--- config.mk ---
export PLATFORM = sky130hd
export DESIGN_NAME = forward_multiport_flat
export DESIGN_NICKNAME = d
export VERILOG_FILES = /design/src/rtl/forward_multiport_pkg.sv /design/src/rtl/forward_multiport_if.sv /design/src/rtl/forward_port_slot.sv /design/src/rtl/forward_multiport.sv /design/src/flat_wrapper.sv
export SDC_FILE = /design/constraint.sdc
export NUM_CORES = 1
export LEC_CHECK = 0
export BUFFER_PORTS_ARGS = -buffer_cell sky130_fd_sc_hd__buf_2
export CAP_MARGIN = 20
export CORE_MARGIN = 2
export CORE_UTILIZATION = 40
export CTS_CLUSTER_SIZE = 24
export DETAILED_ROUTE_END_ITERATION = 12
export GPL_TIMING_DRIVEN = 0
export PLACE_DENSITY = 0.71
export SLEW_MARGIN = 20
export SYNTH_ARGS = -nofsm -noshare
export SYNTH_HDL_FRONTEND = slang
export SYNTH_HIERARCHICAL = 1
export SYNTH_SLANG_ARGS = --single-unit
--- constraint.sdc ---
create_clock -name i_clk -period 5.6 [get_ports i_clk]
set_input_delay 0.84 -clock i_clk [delete_from_list [all_inputs] [get_ports i_clk]]
set_output_delay 0.84 -clock i_clk [all_outputs]
set_load 0.02 [all_outputs]
--- src/rtl/forward_multiport_pkg.sv ---
// forward_multiport shared definitions
// state encoding, host-bit index and bitmap sizing
package forward_multiport_pkg;

  localparam int DEF_PORT_NUM = 8;
  localparam int DEF_BUFID_W  = 9;

  localparam logic [0:0] ST_IDLE     = 1'b0;
  localparam logic [0:0] ST_DISPATCH = 1'b1;

  localparam int DEF_HOST_BIT = DEF_PORT_NUM;

  function automatic int bmp_w(input int port_num);
    return port_num + 1;
  endfunction

  function automatic int host_bit(input int port_num);
    return port_num;
  endfunction

endpackage

--- src/rtl/forward_multiport_if.sv ---
// forward_multiport descriptor channel
// descriptor fields, bitmap sources and accept handshake
interface forward_multiport_if #(
  parameter int PORT_NUM = 8,
  parameter int BUFID_W  = 9
) ();

  logic                 i_desc_valid;
  logic                 o_desc_ready;
  logic [BUFID_W-1:0]   iv_pkt_bufid;
  logic [2:0]           iv_pkt_type;
  logic [4:0]           iv_submit_addr;
  logic [3:0]           iv_inport;
  logic                 i_outport_wr;
  logic [PORT_NUM:0]    iv_outport;
  logic [PORT_NUM:0]    iv_ram_rdata;
  logic                 i_miss_mode;

  modport master (
    output i_desc_valid,
    output iv_pkt_bufid,
    output iv_pkt_type,
    output iv_submit_addr,
    output iv_inport,
    output i_outport_wr,
    output iv_outport,
    output iv_ram_rdata,
    output i_miss_mode,
    input  o_desc_ready
  );

  modport slave (
    input  i_desc_valid,
    input  iv_pkt_bufid,
    input  iv_pkt_type,
    input  iv_submit_addr,
    input  iv_inport,
    input  i_outport_wr,
    input  iv_outport,
    input  iv_ram_rdata,
    input  i_miss_mode,
    output o_desc_ready
  );

endinterface

--- src/rtl/forward_port_slot.sv ---
// forward_port_slot: one output channel's pending bit
// valid follows pending; cleared once the port accepts
module forward_port_slot (
  input  logic i_clk,
  input  logic i_rst,
  input  logic i_load,
  input  logic i_set,
  input  logic i_ready,
  output logic o_valid
);

  logic pend_q;

  // load on descriptor accept, drop once valid meets ready
  always_ff @(posedge i_clk) begin
    if (i_rst)
      pend_q <= 1'b0;
    else if (i_load)
      pend_q <= i_set;
    else if (pend_q && i_ready)
      pend_q <= 1'b0;
  end

  assign o_valid = pend_q;

endmodule

--- src/rtl/forward_multiport.sv ---
// forward_multiport: replicate one descriptor to a port bitmap
// and report the replica count to the buffer manager
module forward_multiport
  import forward_multiport_pkg::*;
#(
  parameter int PORT_NUM = DEF_PORT_NUM,
  parameter int BUFID_W  = DEF_BUFID_W,
  parameter int CNT_W    = 5
) (
  input  logic                        i_clk,
  input  logic                        i_rst,
  forward_multiport_if.slave          desc,
  output logic [PORT_NUM*BUFID_W-1:0] ov_pkt_bufid_p,
  output logic [PORT_NUM*3-1:0]       ov_pkt_type_p,
  output logic [PORT_NUM-1:0]         ov_pkt_bufid_wr_p,
  input  logic [PORT_NUM-1:0]         iv_port_ready,
  output logic [BUFID_W-1:0]          ov_pkt_bufid_host,
  output logic [2:0]                  ov_pkt_type_host,
  output logic [4:0]                  ov_submit_addr_host,
  output logic [3:0]                  ov_inport_host,
  output logic                        o_pkt_bufid_wr_host,
  input  logic                        i_host_ready,
  output logic [BUFID_W-1:0]          ov_pkt_bufid,
  output logic                        o_pkt_bufid_wr,
  output logic [CNT_W-1:0]            ov_pkt_bufid_cnt,
  output logic [15:0]                 ov_fwd_cnt,
  output logic [15:0]                 ov_drop_cnt
);

  localparam int BW = bmp_w(PORT_NUM);
  localparam int HB = host_bit(PORT_NUM);

  logic [0:0]         state_q;
  logic               rdy_q;
  logic [BW-1:0]      pend;
  logic [BW-1:0]      port_rdy;
  logic [BW-1:0]      bmp_sel;
  logic [BW-1:0]      bmp_eff;
  logic               acc;
  logic               miss;
  logic               drop;
  logic               load;
  logic               done;
  logic               disp;
  logic [CNT_W-1:0]   pcnt;
  logic [BUFID_W-1:0] bufid_q;
  logic [2:0]         type_q;
  logic [4:0]         addr_q;
  logic [3:0]         inport_q;
  logic [BUFID_W-1:0] bm_bufid_q;
  logic               bm_wr_q;
  logic [CNT_W-1:0]   bm_cnt_q;
  logic [15:0]        fwd_q;
  logic [15:0]        drop_q;

  assign port_rdy = {i_host_ready, iv_port_ready};
  assign disp     = (state_q == ST_DISPATCH);
  assign acc      = desc.i_desc_valid & rdy_q;
  assign bmp_sel  = desc.i_outport_wr ? desc.iv_outport
                                      : desc.iv_ram_rdata;
  assign miss     = (bmp_sel == '0);
  assign drop     = acc & miss & desc.i_miss_mode;
  assign load     = acc & ~drop;
  assign done     = disp & ((pend & ~port_rdy) == '0);

  // a missed lookup that is not dropped goes to the host only
  always_comb begin
    bmp_eff = bmp_sel;
    if (miss) begin
      bmp_eff     = '0;
      bmp_eff[HB] = 1'b1;
    end
  end

  // replica count, sized so a full bitmap cannot overflow
  always_comb begin
    pcnt = '0;
    for (int i = 0; i < BW; i++)
      pcnt = pcnt + CNT_W'(bmp_eff[i]);
  end

  // IDLE/DISPATCH control; ready is its own register
  always_ff @(posedge i_clk) begin
    if (i_rst) begin
      state_q <= ST_IDLE;
      rdy_q   <= 1'b0;
    end else if (load) begin
      state_q <= ST_DISPATCH;
      rdy_q   <= 1'b0;
    end else if (done) begin
      state_q <= ST_IDLE;
      rdy_q   <= 1'b1;
    end else if (!disp) begin
      rdy_q   <= 1'b1;
    end
  end

  // descriptor fields held for the whole dispatch
  always_ff @(posedge i_clk) begin
    if (i_rst) begin
      bufid_q  <= '0;
      type_q   <= '0;
      addr_q   <= '0;
      inport_q <= '0;
    end else if (load) begin
      bufid_q  <= desc.iv_pkt_bufid;
      type_q   <= desc.iv_pkt_type;
      addr_q   <= desc.iv_submit_addr;
      inport_q <= desc.iv_inport;
    end
  end

  // one-cycle replica-count report; count 0 frees a drop
  always_ff @(posedge i_clk) begin
    if (i_rst) begin
      bm_wr_q    <= 1'b0;
      bm_bufid_q <= '0;
      bm_cnt_q   <= '0;
    end else begin
      bm_wr_q <= acc;
      if (acc) begin
        bm_bufid_q <= desc.iv_pkt_bufid;
        bm_cnt_q   <= drop ? '0 : pcnt;
      end
    end
  end

  // forwarded / dropped statistics, free-running wrap
  always_ff @(posedge i_clk) begin
    if (i_rst) begin
      fwd_q  <= '0;
      drop_q <= '0;
    end else begin
      if (done) fwd_q  <= fwd_q + 16'd1;
      if (drop) drop_q <= drop_q + 16'd1;
    end
  end

  for (genvar g = 0; g < BW; g++) begin : g_slot
    forward_port_slot u_slot (
      .i_clk   (i_clk),
      .i_rst   (i_rst),
      .i_load  (load),
      .i_set   (bmp_eff[g]),
      .i_ready (port_rdy[g]),
      .o_valid (pend[g])
    );
  end

  assign desc.o_desc_ready   = rdy_q;

  assign ov_pkt_bufid_wr_p   = pend[PORT_NUM-1:0];
  assign o_pkt_bufid_wr_host = pend[HB];

  assign ov_pkt_bufid_p      = disp ? {PORT_NUM{bufid_q}} : '0;
  assign ov_pkt_type_p       = disp ? {PORT_NUM{type_q}}  : '0;
  assign ov_pkt_bufid_host   = disp ? bufid_q  : '0;
  assign ov_pkt_type_host    = disp ? type_q   : '0;
  assign ov_submit_addr_host = disp ? addr_q   : '0;
  assign ov_inport_host      = disp ? inport_q : '0;

  assign ov_pkt_bufid        = bm_bufid_q;
  assign o_pkt_bufid_wr      = bm_wr_q;
  assign ov_pkt_bufid_cnt    = bm_cnt_q;
  assign ov_fwd_cnt          = fwd_q;
  assign ov_drop_cnt         = drop_q;

endmodule

--- src/flat_wrapper.sv ---
// flat-port wrapper written by rule: the top's interface ports become plain ports
module forward_multiport_flat import forward_multiport_pkg::*;
#(
  parameter int PORT_NUM = DEF_PORT_NUM,
  parameter int BUFID_W  = DEF_BUFID_W,
  parameter int CNT_W    = 5
)
  (i_clk, i_rst, ov_pkt_bufid_p, ov_pkt_type_p, ov_pkt_bufid_wr_p, iv_port_ready, ov_pkt_bufid_host, ov_pkt_type_host, ov_submit_addr_host, ov_inport_host, o_pkt_bufid_wr_host, i_host_ready, ov_pkt_bufid, o_pkt_bufid_wr, ov_pkt_bufid_cnt, ov_fwd_cnt, ov_drop_cnt, desc_i_desc_valid, desc_iv_pkt_bufid, desc_iv_pkt_type, desc_iv_submit_addr, desc_iv_inport, desc_i_outport_wr, desc_iv_outport, desc_iv_ram_rdata, desc_i_miss_mode, desc_o_desc_ready);
  forward_multiport_if #(.PORT_NUM(PORT_NUM), .BUFID_W(BUFID_W)) desc_i ();
  input  logic i_clk;
  input  logic i_rst;
  output logic [PORT_NUM*BUFID_W-1:0] ov_pkt_bufid_p;
  output logic [PORT_NUM*3-1:0] ov_pkt_type_p;
  output logic [PORT_NUM-1:0] ov_pkt_bufid_wr_p;
  input  logic [PORT_NUM-1:0] iv_port_ready;
  output logic [BUFID_W-1:0] ov_pkt_bufid_host;
  output logic [2:0] ov_pkt_type_host;
  output logic [4:0] ov_submit_addr_host;
  output logic [3:0] ov_inport_host;
  output logic o_pkt_bufid_wr_host;
  input  logic i_host_ready;
  output logic [BUFID_W-1:0] ov_pkt_bufid;
  output logic o_pkt_bufid_wr;
  output logic [CNT_W-1:0] ov_pkt_bufid_cnt;
  output logic [15:0] ov_fwd_cnt;
  output logic [15:0] ov_drop_cnt;
  input wire logic [$bits(desc_i.i_desc_valid)-1:0] desc_i_desc_valid;
  input wire logic [$bits(desc_i.iv_pkt_bufid)-1:0] desc_iv_pkt_bufid;
  input wire logic [$bits(desc_i.iv_pkt_type)-1:0] desc_iv_pkt_type;
  input wire logic [$bits(desc_i.iv_submit_addr)-1:0] desc_iv_submit_addr;
  input wire logic [$bits(desc_i.iv_inport)-1:0] desc_iv_inport;
  input wire logic [$bits(desc_i.i_outport_wr)-1:0] desc_i_outport_wr;
  input wire logic [$bits(desc_i.iv_outport)-1:0] desc_iv_outport;
  input wire logic [$bits(desc_i.iv_ram_rdata)-1:0] desc_iv_ram_rdata;
  input wire logic [$bits(desc_i.i_miss_mode)-1:0] desc_i_miss_mode;
  output wire logic [$bits(desc_i.o_desc_ready)-1:0] desc_o_desc_ready;
  assign desc_i.i_desc_valid = desc_i_desc_valid;
  assign desc_i.iv_pkt_bufid = desc_iv_pkt_bufid;
  assign desc_i.iv_pkt_type = desc_iv_pkt_type;
  assign desc_i.iv_submit_addr = desc_iv_submit_addr;
  assign desc_i.iv_inport = desc_iv_inport;
  assign desc_i.i_outport_wr = desc_i_outport_wr;
  assign desc_i.iv_outport = desc_iv_outport;
  assign desc_i.iv_ram_rdata = desc_iv_ram_rdata;
  assign desc_i.i_miss_mode = desc_i_miss_mode;
  assign desc_o_desc_ready = desc_i.o_desc_ready;
  forward_multiport #(.PORT_NUM(PORT_NUM), .BUFID_W(BUFID_W), .CNT_W(CNT_W)) u_core (.i_clk(i_clk), .i_rst(i_rst), .desc(desc_i), .ov_pkt_bufid_p(ov_pkt_bufid_p), .ov_pkt_type_p(ov_pkt_type_p), .ov_pkt_bufid_wr_p(ov_pkt_bufid_wr_p), .iv_port_ready(iv_port_ready), .ov_pkt_bufid_host(ov_pkt_bufid_host), .ov_pkt_type_host(ov_pkt_type_host), .ov_submit_addr_host(ov_submit_addr_host), .ov_inport_host(ov_inport_host), .o_pkt_bufid_wr_host(o_pkt_bufid_wr_host), .i_host_ready(i_host_ready), .ov_pkt_bufid(ov_pkt_bufid), .o_pkt_bufid_wr(o_pkt_bufid_wr), .ov_pkt_bufid_cnt(ov_pkt_bufid_cnt), .ov_fwd_cnt(ov_fwd_cnt), .ov_drop_cnt(ov_drop_cnt));
endmodule
==> flow_summary.yaml <==
clocking:
  path_clk_slew_ns: 0.08
  hold_buffers: 0
  cts_root_buffer: "clkbuf_8"
  cts.sinks: 78
  cts_resized: 0
  clockBufferDepth: 2
  clock_latency_ns: 0.35
  htreeDepth: 3
  cts_buffers: 9
  tritoncts: "done"
  post-cts-setup-buffer-count: 0
global_routing:
  grt_pass1_vias: 3996
  grt_pass1_wl_mm: 18.5
  grt_usage_pct: 19.7
  antenna_found_initial: 0
  grt_max_degree: 20
  grt-ovfl-total: 0
setup_path:
  required_ns: 5.83
  r2r_start: "u_core/desc.o_desc_ready"
  start_kind: "primary input"
  worstPathArrival_ns: 4.41
  criticalPathCategory: "primary input to flop"
  timing.rr.end: "u_core/g_slot[1].u_slot/o_valid"
  endpoint: "u_core/ov_pkt_bufid_cnt[1]"
  endpoint_kind: "flop"
  crit_chain: "buf_2 > buf_6 > mux2i_1 > ha_1 > o211ai_4 > nor2_1 > nor2b_1 > fa_1 > fa_1 > fa_1 > fa_1 > nor2_1 > a22oi_1 > nor2_1"
  critPathMaxStageDelay_ns: 0.53
  crit_top_cell: "fa_1"
  critPathLaunch: "desc_i_outport_wr"
  reg2reg_slack_ns: 2.97
  slowest_stage: "fa_1"
  rr_worst_depth: 7
  crit_fanout: 10
logic_synthesis:
  ys_async_sr_fraction_pct: 0
  syn-num-nets: 588
  netlist_area_mm2: 0.00449
  synth_top_area_cell: "dfxtp_1"
  postSynthCellCount: 525
  ys_warn_count: 6
  synth_cell_types: 47
  synth_top_area_share_pct: 34.8
  ys_top_cells_by_area: "dfxtp_1 35%, buf_4 16%, mux2i_1 6.5%"
  seq_area_frac_synth_pct: 34.8
  synth_common_cells: "97 x buf_4, 78 x dfxtp_1, 47 x a21oi_1"
  synth_edf_count: 0
  synth-main-ff-cell: "dfxtp_1"
  syn_avg_cell_area_um2: 8.55
  synth_most_common_cell: "buf_4"
  ys_seq_elements: 78
sta:
  slew_headroom_pct: 58.5
  hold_viol: 0
  max_freq_mhz: 239
  setup_viol: 0
  timing.final.crit_share_pct: 74.7
  setup_ws_ns: 1.42
  drv_slew: 0
  min_period_ns: 4.18
  rsz0062_at_grt: "false"
  clock_skew_ns: 0.00598
  worst_pin_slew_ns: 0.618
  fin_tns_setup_ns: 0
final_layout:
  nNetsFinal: 824
  antenna-diode-count: 0
  drive_gt1_share_pct: 46.0
  final_core_util_pct: 55.0
  area_growth_pct: 33.5
  fin_cells: 906
die:
  dieArea_mm2: 0.0121
  core_mm2: 0.0109
  start_util_pct: 41.2
  die_h_um: 110
  rows: 38
  die_w_um: 110
  boundaryPins: 227
placement:
  hpwl_mm: 9.52
  place_congestion: 0.809
  portBuffers: 225
  dpl_worst_slack_ns: 1.06
  place_inst: 890
power_and_ir_drop:
  ir_drop_mv: 0.159
  powerDensity_mw_per_mm2: 205
  p_leak_nw: 3.22
drt:
  wirelength_mm: 12.2
  dr.pass1.iters: 4
  avgRoutedWirePerCell_um: 13.5
  vias: 4315
  final_antenna_net_count: 0
  post-route-drc-count: 0
  drtIter0Drc: 185
  vias_per_cell: 4.76
status:
  status: "finished clean"
flow_run:
  cap_violations: 0
min_path:
  hold_path.class: "flop to flop"
-- registers in the layout (all words and copies together), names as in the netlist --
signal,flops
u_core/addr_q,5
u_core/bufid_q,9
u_core/desc.o_desc_ready,1
u_core/disp,1
u_core/g_slot.u_slot/o_valid,9
u_core/inport_q,4
u_core/o_pkt_bufid_wr,1
u_core/ov_drop_cnt,16
u_core/ov_fwd_cnt,16
u_core/ov_pkt_bufid,9
u_core/ov_pkt_bufid_cnt,4
u_core/type_q,3
-- routing by layer --
metal / global-route usage, % / vias up / share of wire, %
met3: 5.45 / 19 / 7.8
met2: 34.6 / 161 / 49
met1: 22.3 / 1980 / 41
met4: 7.96 / 0 / 1.9
met5: 0 / - / 0
li1: - / 2155 / -
-- logic make-up after synthesis --
logic type               synth area share [%]
XOR/XNOR                                 1.37
multiplexers                             7.72
flip-flops                               34.8
adder cells (fa/ha/maj)                  3.63
buffers and inverters                    20.4
AND/OR/NAND/NOR                          20.9
AO/OA/AOI/OAI                            11.0
other                                  0.0836
-- placed cells by master, fill, tap and decap left out, types with 9 or more instances in the layout --
cell type | synthesis | final
mux2i_1 | 29 | 29
nand4_1 | 9 | 9
clkbuf_1 | 14 | 16
and2_1 | 22 | 22
nand2_1 | 40 | 40
or3b_1 | 9 | 9
buf_4 | 97 | 97
clkbuf_8 | 0 | 11
dfxtp_1 | 78 | 78
nand3_1 | 12 | 12
o21ai_0 | 11 | 11
inv_1 | 28 | 28
a21oi_1 | 47 | 47
buf_2 | 4 | 229
nor2_1 | 40 | 40
or3_1 | 11 | 11
-- stage by stage --
step                      area (um^2)  hold WS (ns)  total power, mW
after floorplan                  4490         0.455            0.731
after global placement           5790         0.442            0.796
after detailed placement         5790         0.448            0.805
after CTS                        5990         0.460             1.24
after global routing             5990         0.477             1.29
final                            5990         0.457             1.23
-- how the worst min path moves through the flow --
stage | startpoint | end | cells past startpoint
2_1_floorplan | u_core/addr_q[4] | u_core/addr_q[4] | 2
3_3_place_gp | u_core/ov_pkt_bufid[5] | u_core/ov_pkt_bufid[5] | 2
3_5_place_dp | u_core/ov_pkt_bufid[4] | u_core/ov_pkt_bufid[4] | 2
4_1_cts | u_core/ov_pkt_bufid[4] | u_core/ov_pkt_bufid[4] | 2
5_1_grt | u_core/ov_pkt_bufid[5] | u_core/ov_pkt_bufid[5] | 2
6_report | u_core/ov_pkt_bufid[2] | u_core/ov_pkt_bufid[2] | 2
-- cell type report --
cell class,instances,area [um^2]
Fill cell,1040,4900
Inverter,28,105
Sequential cell,78,1560
Clock inverter,3,42.5
Timing Repair Buffer,225,1130
Buffer,116,812
Multi-Input combinational cell,303,2010
Clock buffer,13,159
Tap cell,140,175
-- worst max-delay path: cells and delay by family --
kind | cells | cell delay (ns)
AO/OA/AOI/OAI | 2 | 0.30
adder cells (fa/ha/maj) | 5 | 2.15
buffers and inverters | 2 | 0.31
multiplexers | 1 | 0.37
AND/OR/NAND/NOR | 4 | 0.44
-- power by group --
| group | internal [mW] | switching, mW |
|---|---|---|
| clock | 0.230 | 0.205 |
| combinational | 0.0868 | 0.122 |
| sequential | 0.572 | 0.00978 |
| total | 0.889 | 0.336 |
(Power assumes the default switching activity.)
